<file path="config.mk">
export PLATFORM = sky130hd
export DESIGN_NAME = note_detector
export DESIGN_NICKNAME = d
export VERILOG_FILES = /design/src/rtl/note_detector_pkg.sv /design/src/rtl/note_detector_period_meter.sv /design/src/rtl/note_detector.sv
export SDC_FILE = /design/constraint.sdc
export NUM_CORES = 1
export LEC_CHECK = 0
export ABC_AREA = 1
export CAP_MARGIN = 20
export CORE_UTILIZATION = 55
export CTS_CLUSTER_DIAMETER = 40
export CTS_CLUSTER_SIZE = 14
export DETAILED_ROUTE_END_ITERATION = 7
export HOLD_SLACK_MARGIN = 0.03
export MAX_ROUTING_LAYER = met4
export PLACE_DENSITY_LB_ADDON = 0.2
export REMOVE_ABC_BUFFERS = 1
export SKIP_LAST_GASP = 1
export SLEW_MARGIN = 20
export SYNTH_ARGS = -nofsm -noshare
export SYNTH_HDL_FRONTEND = slang
export SYNTH_SLANG_ARGS = --single-unit
export TNS_END_PERCENT = 10
</file>
<file path="constraint.sdc">
create_clock -name clk -period 8.6 [get_ports clk]
set_input_delay 1.29 -clock clk [delete_from_list [all_inputs] [get_ports clk]]
set_output_delay 1.29 -clock clk [all_outputs]
set_load 0.05 [all_outputs]
</file>
<file path="src/rtl/note_detector_pkg.sv">
// note_pkg: note table and enums shared by the tone player and detector.
// Nominal periods are in 50 MHz clock cycles, C4..A4.
package note_pkg;

  localparam int NUM_NOTES = 6;
  localparam int NOM_W     = 18;

  typedef logic [NOM_W-1:0] nom_t;

  typedef enum logic [2:0] {
    NOTE_C4 = 3'd0,
    NOTE_D4 = 3'd1,
    NOTE_E4 = 3'd2,
    NOTE_F4 = 3'd3,
    NOTE_G4 = 3'd4,
    NOTE_A4 = 3'd5
  } note_e;

  typedef enum logic [1:0] {
    ST_SILENT = 2'd0,
    ST_TRACK  = 2'd1,
    ST_LOCKED = 2'd2
  } state_e;

  // Nominal period of note i in clock cycles.
  function automatic nom_t note_nom(input int unsigned i);
    nom_t n;
    case (i)
      0:       n = 18'd191113;
      1:       n = 18'd170265;
      2:       n = 18'd151685;
      3:       n = 18'd143172;
      4:       n = 18'd127551;
      5:       n = 18'd113636;
      default: n = '0;
    endcase
    return n;
  endfunction

  // One-hot LED pattern for a note index.
  function automatic logic [NUM_NOTES-1:0] onehot(input note_e n);
    return NUM_NOTES'(1) << n;
  endfunction

endpackage

</file>
<file path="src/rtl/note_detector_period_meter.sv">
// period_meter: synchronizes the sound line, detects rising edges and
// measures the rise-to-rise period with a saturating counter.
module period_meter #(
  parameter int CNT_W = 18
) (
  input  logic           clk,
  input  logic           rst,
  input  logic           i_sound,
  output logic [CNT_W:0] o_period,
  output logic           o_period_vld,
  output logic           o_timeout
);

  localparam logic [CNT_W-1:0] CNT_MAX = '1;

  logic             r_s1;
  logic             r_s2;
  logic             r_s3;
  logic [CNT_W-1:0] r_cnt;
  logic             r_armed;

  logic w_rise;
  logic w_sat;

  assign w_rise = r_s2 & ~r_s3;
  assign w_sat  = (r_cnt == CNT_MAX);

  // Synchronizer, edge-detect flop, saturating counter and arming flag.
  always_ff @(posedge clk) begin
    if (rst) begin
      r_s1    <= 1'b0;
      r_s2    <= 1'b0;
      r_s3    <= 1'b0;
      r_cnt   <= '0;
      r_armed <= 1'b0;
    end else begin
      r_s1 <= i_sound;
      r_s2 <= r_s1;
      r_s3 <= r_s2;
      if (w_rise)
        r_cnt <= '0;
      else if (!w_sat)
        r_cnt <= r_cnt + 1'b1;
      if (w_rise)
        r_armed <= 1'b1;
      else if (w_sat)
        r_armed <= 1'b0;
    end
  end

  // A rise coinciding with saturation re-arms but is not a measurement.
  assign o_period     = {1'b0, r_cnt} + (CNT_W+1)'(1);
  assign o_period_vld = w_rise & r_armed & ~w_sat;
  assign o_timeout    = w_sat;

endmodule

</file>
<file path="src/rtl/note_detector.sv">
// note_detector: classifies sound_in periods against the note table and
// locks after STABLE_N matches. NOTE_DET_HOLD_EN keeps idx/LEDs on timeout.
module note_detector
  import note_pkg::*;
#(
  parameter int CNT_W     = 18,
  parameter int TOL_SHIFT = 6,
  parameter int STABLE_N  = 4
) (
  input  logic       clk,
  input  logic       rst,
  input  logic       sound_in,
  output logic       note_valid,
  output logic [2:0] note_idx,
  output logic       note_strobe,
  output logic       led0,
  output logic       led1,
  output logic       led2,
  output logic       led3,
  output logic       led4,
  output logic       led5
);

  localparam logic [3:0] STABLE = 4'(STABLE_N);

  logic [CNT_W:0] w_period;
  logic           w_pvld;
  logic           w_timeout;

  period_meter #(
    .CNT_W (CNT_W)
  ) u_meter (
    .clk          (clk),
    .rst          (rst),
    .i_sound      (sound_in),
    .o_period     (w_period),
    .o_period_vld (w_pvld),
    .o_timeout    (w_timeout)
  );

  logic                 w_hit;
  note_e                w_match;
  logic [3:0]           w_run;
  logic                 w_drop;
  logic                 w_adv;

  state_e               r_state;
  note_e                r_cand;
  logic [3:0]           r_mcnt;
  logic                 r_valid;
  note_e                r_idx;
  logic                 r_strobe;
  logic [NUM_NOTES-1:0] r_leds;

  // Window match; scanning downward lets the lowest index win.
  always_comb begin
    logic [CNT_W:0] v_nom;
    logic [CNT_W:0] v_diff;
    w_hit   = 1'b0;
    w_match = NOTE_C4;
    v_nom   = '0;
    v_diff  = '0;
    for (int i = NUM_NOTES - 1; i >= 0; i--) begin
      v_nom  = (CNT_W+1)'(note_nom(i));
      v_diff = (w_period >= v_nom) ? w_period - v_nom
                                   : v_nom - w_period;
      if (v_diff <= (v_nom >> TOL_SHIFT)) begin
        w_hit   = 1'b1;
        w_match = note_e'(i[2:0]);
      end
    end
  end

  // Next match count and which kind of measured event this is.
  always_comb begin
    w_run  = 4'd1;
    if (r_state == ST_TRACK && w_match == r_cand)
      w_run = r_mcnt + 4'd1;
    w_drop = w_pvld & ~w_hit;
    w_adv  = w_pvld & w_hit &
             ~(r_state == ST_LOCKED && w_match == r_idx);
  end

  // Tracking FSM with registered note outputs.
  always_ff @(posedge clk) begin
    if (rst) begin
      r_state  <= ST_SILENT;
      r_cand   <= NOTE_C4;
      r_mcnt   <= '0;
      r_valid  <= 1'b0;
      r_idx    <= NOTE_C4;
      r_strobe <= 1'b0;
      r_leds   <= '0;
    end else begin
      r_strobe <= 1'b0;
      if (w_timeout) begin
        r_state <= ST_SILENT;
        r_mcnt  <= '0;
        r_valid <= 1'b0;
`ifndef NOTE_DET_HOLD_EN
        r_idx   <= NOTE_C4;
        r_leds  <= '0;
`endif
      end else if (w_drop) begin
        r_state <= (r_state == ST_LOCKED) ? ST_TRACK : ST_SILENT;
        r_mcnt  <= '0;
      end else if (w_adv) begin
        r_cand <= w_match;
        r_mcnt <= w_run;
        if (w_run >= STABLE) begin
          r_state  <= ST_LOCKED;
          r_idx    <= w_match;
          r_valid  <= 1'b1;
          r_strobe <= 1'b1;
          r_leds   <= onehot(w_match);
        end else begin
          r_state <= ST_TRACK;
        end
      end
    end
  end

  assign note_valid  = r_valid;
  assign note_idx    = r_idx;
  assign note_strobe = r_strobe;
  assign led0        = r_leds[0];
  assign led1        = r_leds[1];
  assign led2        = r_leds[2];
  assign led3        = r_leds[3];
  assign led4        = r_leds[4];
  assign led5        = r_leds[5];

endmodule

</file>
=== Yosys cells after proc, flatten, opt, wreduce, memory -nomap -nowiden ===
Cells that the tools add are included.

* Equal/unequal tests: 5
* Add/sub/neg operators: 15
* Shift-type cells: 1
* Magnitude comparators: 13
* Reduce and logical (&&, ||, !) cells: 10
* Bitwise operators: 12
* Muxes and demuxes: 26

{| class="wikitable"
|+ Operators with widths
! operator !! number
|-
| $mux 19 || 6
|-
| $ge 19x18->1 const B || 4
|-
| $le 19x12->1 const B || 4
|-
| $sub 18x19->19 const A || 4
|-
| $sub 19x18->19 const B || 4
|-
| $ge 19x17->1 const B || 2
|-
| $le 19x11->1 const B || 2
|-
| $sub 17x19->19 const A || 2
|-
| $sub 19x17->19 const B || 2
|-
| $add 18x1->19 const B || 1
|-
| $add 18x1->18 const B || 1
|-
| $eq 18x18->1 const B || 1
|-
| $mux 3 || 6
|-
| $mux 1 || 10
|-
| $and 1x1->1 || 6
|-
| $eq 3x3->1 || 2
|-
| $mux 2 || 3
|-
| $not 1->1 || 6
|-
| $reduce_and 3->1 || 2
|-
| $shl 1x3->6 const A || 1
|-
| $add 4x1->4 const B || 1
|-
| $ge 4x3->1 const B || 1
|-
| $mux 4 || 1
|-
| $reduce_bool 2->1 || 2
|-
| other kinds (6) || 8
|}

* Bits in registers: 42
* Word-level logic and storage cells: 94

=== Depth between registers and ports, before layout ===
* Word-level depth: 17
* Gate-level depth with buffers: 36

=== Cells and area by module ===
From an unflattened synthesis, not the netlist that was laid out.

* Cell total of the unflattened synthesis: 1,739
* Area total of the unflattened synthesis: 8,897.3 um^2

{| class="wikitable"
|+ Modules (own cells, without submodules)
! module !! cells each !! area an instance (um^2) !! instances !! seq. area each (um^2)
|-
| note_detector || 1,557 || 7,633.6 || 1 || 400.4
|-
| period_meter || 182 || 1,263.7 || 1 || 440.4
|}

=== Least setup slack after synthesis ===
OpenSTA, ideal clock, no wires.

* Path type: flip-flop to flip-flop
* Start point: register u_meter.r_cnt[1]
* End point: register r_mcnt[0]
* Stages on the path, launching flop included: 33
* Required time: 8.480 ns
* Clock period less this slack: 4.044 ns
* Buffers on the path: 3
* Library setup time: 0.120 ns
* Arrival: 3.923 ns
* Slack: 4.556 ns
* Cells stage by stage: dfxtp_1 ha_1 nand2_1 nand2_1 clkbuf_1 inv_1 ha_1 a21oi_1 inv_1 nor2_1 nand2_1 nand2_1 nand3_1 nand2_1 nand2_1 nand2_1 nand2_2 buf_6 o211ai_1 nand2_1 inv_1 nand2_1 nand2_2 nand2_2 nor2_1 nand2_2 nor2_4 nor2_4 nand2_4 inv_4 buf_6 o21bai_1 a21oi_1

* Cells in the longest elaborated chain, start to end: 14
* Elaborated cells between the ends (all ways): 57
* Classes of those cells: add/sub (13); order compare (12); eq/ne (3); mux (19); bitwise (7); reduce/logical (3)

{| class="wikitable"
|+ RTL lines
! element !! RTL line !! text
|-
| from (decl) || note_detector_period_meter.sv:19 || <nowiki>logic [CNT_W-1:0] r_cnt;</nowiki>
|-
| from (signal assigned) || note_detector_period_meter.sv:43 || <nowiki>r_cnt <= r_cnt + 1'b1;</nowiki>
|-
| $add 18x1->19 (*) || note_detector_period_meter.sv:52 || <nowiki>assign o_period = {1'b0, r_cnt} + (CNT_W+1)'(1);</nowiki>
|-
| net u_meter.o_period[2] || note_detector_period_meter.sv:9 || <nowiki>output logic [CNT_W:0] o_period,</nowiki>
|-
| $sub 17x19->19 (tied with other cells) || note_detector.sv:66 || <nowiki>: v_nom - w_period;</nowiki>
|-
| $mux 19 || note_detector.sv:65 || <nowiki>v_diff = (w_period >= v_nom) ? w_period - v_nom</nowiki>
|-
| $le 19x11->1 || note_detector.sv:67 || <nowiki>if (v_diff <= (v_nom >> TOL_SHIFT)) begin</nowiki>
|-
| $mux 3 (6 in series) || note_detector.sv:67 ||
|-
| $eq 3x3->1 || note_detector.sv:81 || <nowiki>~(r_state == ST_LOCKED && w_match == r_idx);</nowiki>
|-
| $logic_and 1x1->1 || note_detector.sv:81 ||
|-
| $not 1->1 || note_detector.sv:81 ||
|-
| $and 1x1->1 || note_detector.sv:80 || <nowiki>w_adv = w_pvld & w_hit &</nowiki>
|-
| to (signal assigned) || note_detector.sv:109 || <nowiki>r_mcnt <= w_run;</nowiki>
|-
| to (decl) || note_detector.sv:49 || <nowiki>logic [3:0] r_mcnt;</nowiki>
|}

Mark *: on every way through the listed nets, which the timed path passes. The rest lies on a longest branch.
A chain may end at the register's enable or synchronous reset.

=== Worst setup path in the final report ===
* Start point: register u_meter.r_cnt[0]
* End point: register r_idx[2] (netlist: note_idx[2])

* Cells in the longest elaborated chain, start to end: 15
* Elaborated cells between the ends (all ways): 60
* Classes of those cells: add/sub (13); order compare (13); eq/ne (3); mux (19); bitwise (8); reduce/logical (4)

{| class="wikitable"
|+ RTL lines
! element !! RTL line !! text
|-
| $add 18x1->19 (*) || note_detector_period_meter.sv:52 ||
|-
| net u_meter.o_period[2] || note_detector_period_meter.sv:9 ||
|-
| $sub 17x19->19 (tied with other cells) || note_detector.sv:66 ||
|-
| $mux 19 || note_detector.sv:65 ||
|-
| $le 19x11->1 || note_detector.sv:67 ||
|-
| $mux 3 (6 in series) || note_detector.sv:67 ||
|-
| $eq 3x3->1, on equally long branches || note_detector.sv:77, note_detector.sv:81 ||
|-
| $logic_and 1x1->1, on equally long branches || note_detector.sv:77, note_detector.sv:81 ||
|-
| $mux 4 or $not 1->1 (tied branches) || note_detector.sv:77, note_detector.sv:81 ||
|-
| $ge 4x3->1 or $and 1x1->1 (tied branches) || note_detector.sv:110, note_detector.sv:80 ||
|-
| $reduce_and 3->1 (no line) || -- ||
|-
| to (signal assigned) || note_detector.sv:112 || <nowiki>r_idx <= w_match;</nowiki>
|-
| to (decl) || note_detector.sv:51 || <nowiki>note_e r_idx;</nowiki>
|}

Marks and branches as above.

==> results.py <==
metrics = {
    "outcome": {
        "status": "finished, final reports clean",
    },
    "floorplanning": {
        "coreArea_um2": 14700,
        "rows": 44,
        "start_util_pct": 56.9,
        "die_w_um": 125,
        "dieArea_um2": 15700,
        "num_io_pins": 14,
        "fp.dieH_um": 125,
    },
    "drt": {
        "drt_drc_violations_left": 0,
        "drt_iter0_markers": 1323,
        "vias_per_cell": 5.97,
        "drt-pass1-iter-count": 6,
        "drt-wirelength-per-cell_um": 18.4,
        "drtAntennaViolNets": 0,
        "num_vias": 10600,
        "detail_route.wirelength_um": 32700,
    },
    "final_layout": {
        "drive_gt1_share_pct": 7.85,
        "syn_to_final_growth_pct": 2.93,
        "fin_area_um2": 8600,
        "final_common_cell": "nand2_1",
        "nNetsFinal": 1609,
        "utilization_pct": 58.5,
        "diodes": 0,
        "final_cell_mix": "nand2_1 (629), nor2_1 (202), nand3_1 (169), inv_1 (125), a21oi_1 (66)",
    },
    "synthesis": {
        "synth_cell_types": 40,
        "synth_edf_count": 0,
        "synth_cells": 1623,
        "postSynthAreaPerCell_um2": 5.15,
        "yosysSeqAreaShare_pct": 10.1,
        "async_flop_share_pct": 0,
        "syn_area_um2": 8360,
        "ys_ff_latch": 42,
        "synth_ff_type": "dfxtp_1",
        "ys_warn_count": 0,
    },
    "job": {
        "cap_violations": 0,
    },
    "setup_path": {
        "crit_fanout": 14,
        "max_stage_delay_ns": 0.62,
        "reg2regPathDepth": 31,
        "cp.arrival_ns": 5.72,
        "crit_required_ns": 8.76,
        "cp-start-kind": "flip-flop",
        "cp_common_cell": "nand2_1",
        "end_kind": "flip-flop",
        "crit_type": "flip-flop to flip-flop",
        "cpMaxStageDelayCell": "dfxtp_1",
    },
    "placement": {
        "hpwl_um": 24200,
        "detailed_place.area_um2": 8440,
        "io_buffers": 13,
        "place.gp.congestion": 1.11,
    },
    "sta": {
        "finalHoldWorstSlack_ns": 0.407,
        "tns_ns": 0,
        "rsz0062_at_grt": "no",
        "hold_violations": 0,
        "finalCritPeriodShare_pct": 64.7,
        "fin_skew_ns": 0.00936,
        "tightest_slew_ns": 0.784,
        "max_freq_mhz": 180,
        "maxSlewViolCount": 0,
        "slew_headroom_pct": 47.6,
        "setup_viol": 0,
        "layout_min_cycle_time_ns": 5.56,
    },
    "cts": {
        "clk_pin_slew_ns": 0.06,
        "hold_buffers": 0,
        "cts_setup_buffers": 0,
        "cts_buffers": 5,
        "cts-root-buf": "clkbuf_16",
        "cts.sinks": 42,
        "htree_num_levels": 2,
        "cts_resized": 0,
        "clk_latency_ns": 0.29,
        "cts_tree": "yes",
        "cts_buffer_depth": 2,
    },
    "power": {
        "power.leakage_nw": 4.42,
        "powerDensity_nw_per_um2": 56.6,
        "ir_worst_vdd_uv": 134,
        "finalPower_uw": 487,
    },
    "grt": {
        "grt_pass1_vias": 9742,
        "grt_use_total_pct": 43.2,
        "gr-total-overflow": 0,
        "grt_pass1_wl_um": 51600,
        "grt_max_degree": 27,
        "grt_antenna_before_repair": 0,
    },
    "min_path": {
        "worstHoldPathType": "flip-flop to flip-flop",
        "whs_path_depth": 2,
    },
}
==> layout make-up <==
| cell class | count | area, um2 |
|---|---|---|
| well taps | 184 | 230 |
| clock buffers | 6 | 129 |
| inverters | 137 | 517 |
| multi-input cells | 1385 | 6660 |
| clock inverters | 2 | 37.5 |
| repair buffers | 21 | 190 |
| flip-flops and latches | 42 | 841 |
| fillers | 1603 | 6100 |
==> kinds of logic after synthesis <==
logic type / share of synthesized area [%]
and+or+nand+nor: 60.7
buffers and inverters: 10.3
AOI/OAI and AO/OA: 10.1
xor gates and xnor gates: 6.81
DFF: 10.1
adders and majority gates: 2.10
==> synthesized netlist by cell type (12+ instances only) <==
cell type / n / area share [%]
o21ai_0: 50 / 3.0
nand4_1: 36 / 2.7
dfxtp_1: 42 / 10
xor2_1: 63 / 6.6
nand2_2: 41 / 3.1
ha_1: 14 / 2.1
inv_1: 125 / 5.6
nor2_2: 18 / 1.3
nand3_1: 169 / 10
a21oi_1: 66 / 4.0
buf_2: 21 / 1.3
clkbuf_1: 12 / 0.54
nand2_1: 629 / 28
nor2_1: 202 / 9.1
o21ai_1: 23 / 1.4
==> per-layer routing <==
layer	track usage, %	vias to the layer above	part of all wire, %	wire [um]
met5	-	-	0	0
met4	26.3	0	5.9	1940
met3	8.30	149	11	3730
met2	67.0	637	44	14500
met1	51.9	4712	38	12600
li1	-	5117	-	-
==> per-stage QoR <==
step,cells,worst slack [ns]
4_1_cts,1777,3.25
6_report,1777,3.04
5_1_grt,1777,2.50
2_1_floorplan,1564,4.41
3_5_place_dp,1769,3.29
3_3_place_gp,1769,3.33
==> state kept, by name, summed over array words and instances (netlist names) <==
register / cells
u_meter.r_armed: 1
u_meter.r_s3: 1
u_meter.r_s1: 1
u_meter.r_s2: 1
note_idx: 3
r_state: 2
r_leds: 6
u_meter.r_cnt: 18
note_strobe: 1
r_mcnt: 4
note_valid: 1
r_cand: 3
==> worst paths after layout <==
check,startpoint,to,slack (ns)
setup / recovery,u_meter.r_cnt[0],note_idx[2],3.04
hold / removal,u_meter.r_s1,u_meter.r_s2,0.41
setup reg to reg,u_meter.r_cnt[0],note_idx[2],3.04
hold reg to reg,u_meter.r_s1,u_meter.r_s2,0.41
==> where the power goes <==
group | leakage, nW | switching (mW) | internal, mW
sequential | 0.339 | 0.00332 | 0.197
clock | 0.0771 | 0.0788 | 0.137
combinational | 4.00 | 0.0505 | 0.0206
==> worst max-delay path: cells and delay by family, from the launching register on <==
family / cells / cell delay (ns)
AOI/OAI and AO/OA: 2 / 0.28
buffers and inverters: 3 / 0.57
and+or+nand+nor: 24 / 3.32
adders and majority gates: 2 / 0.62
DFF: 1 / 0.62
(Power assumes the default switching activity.)
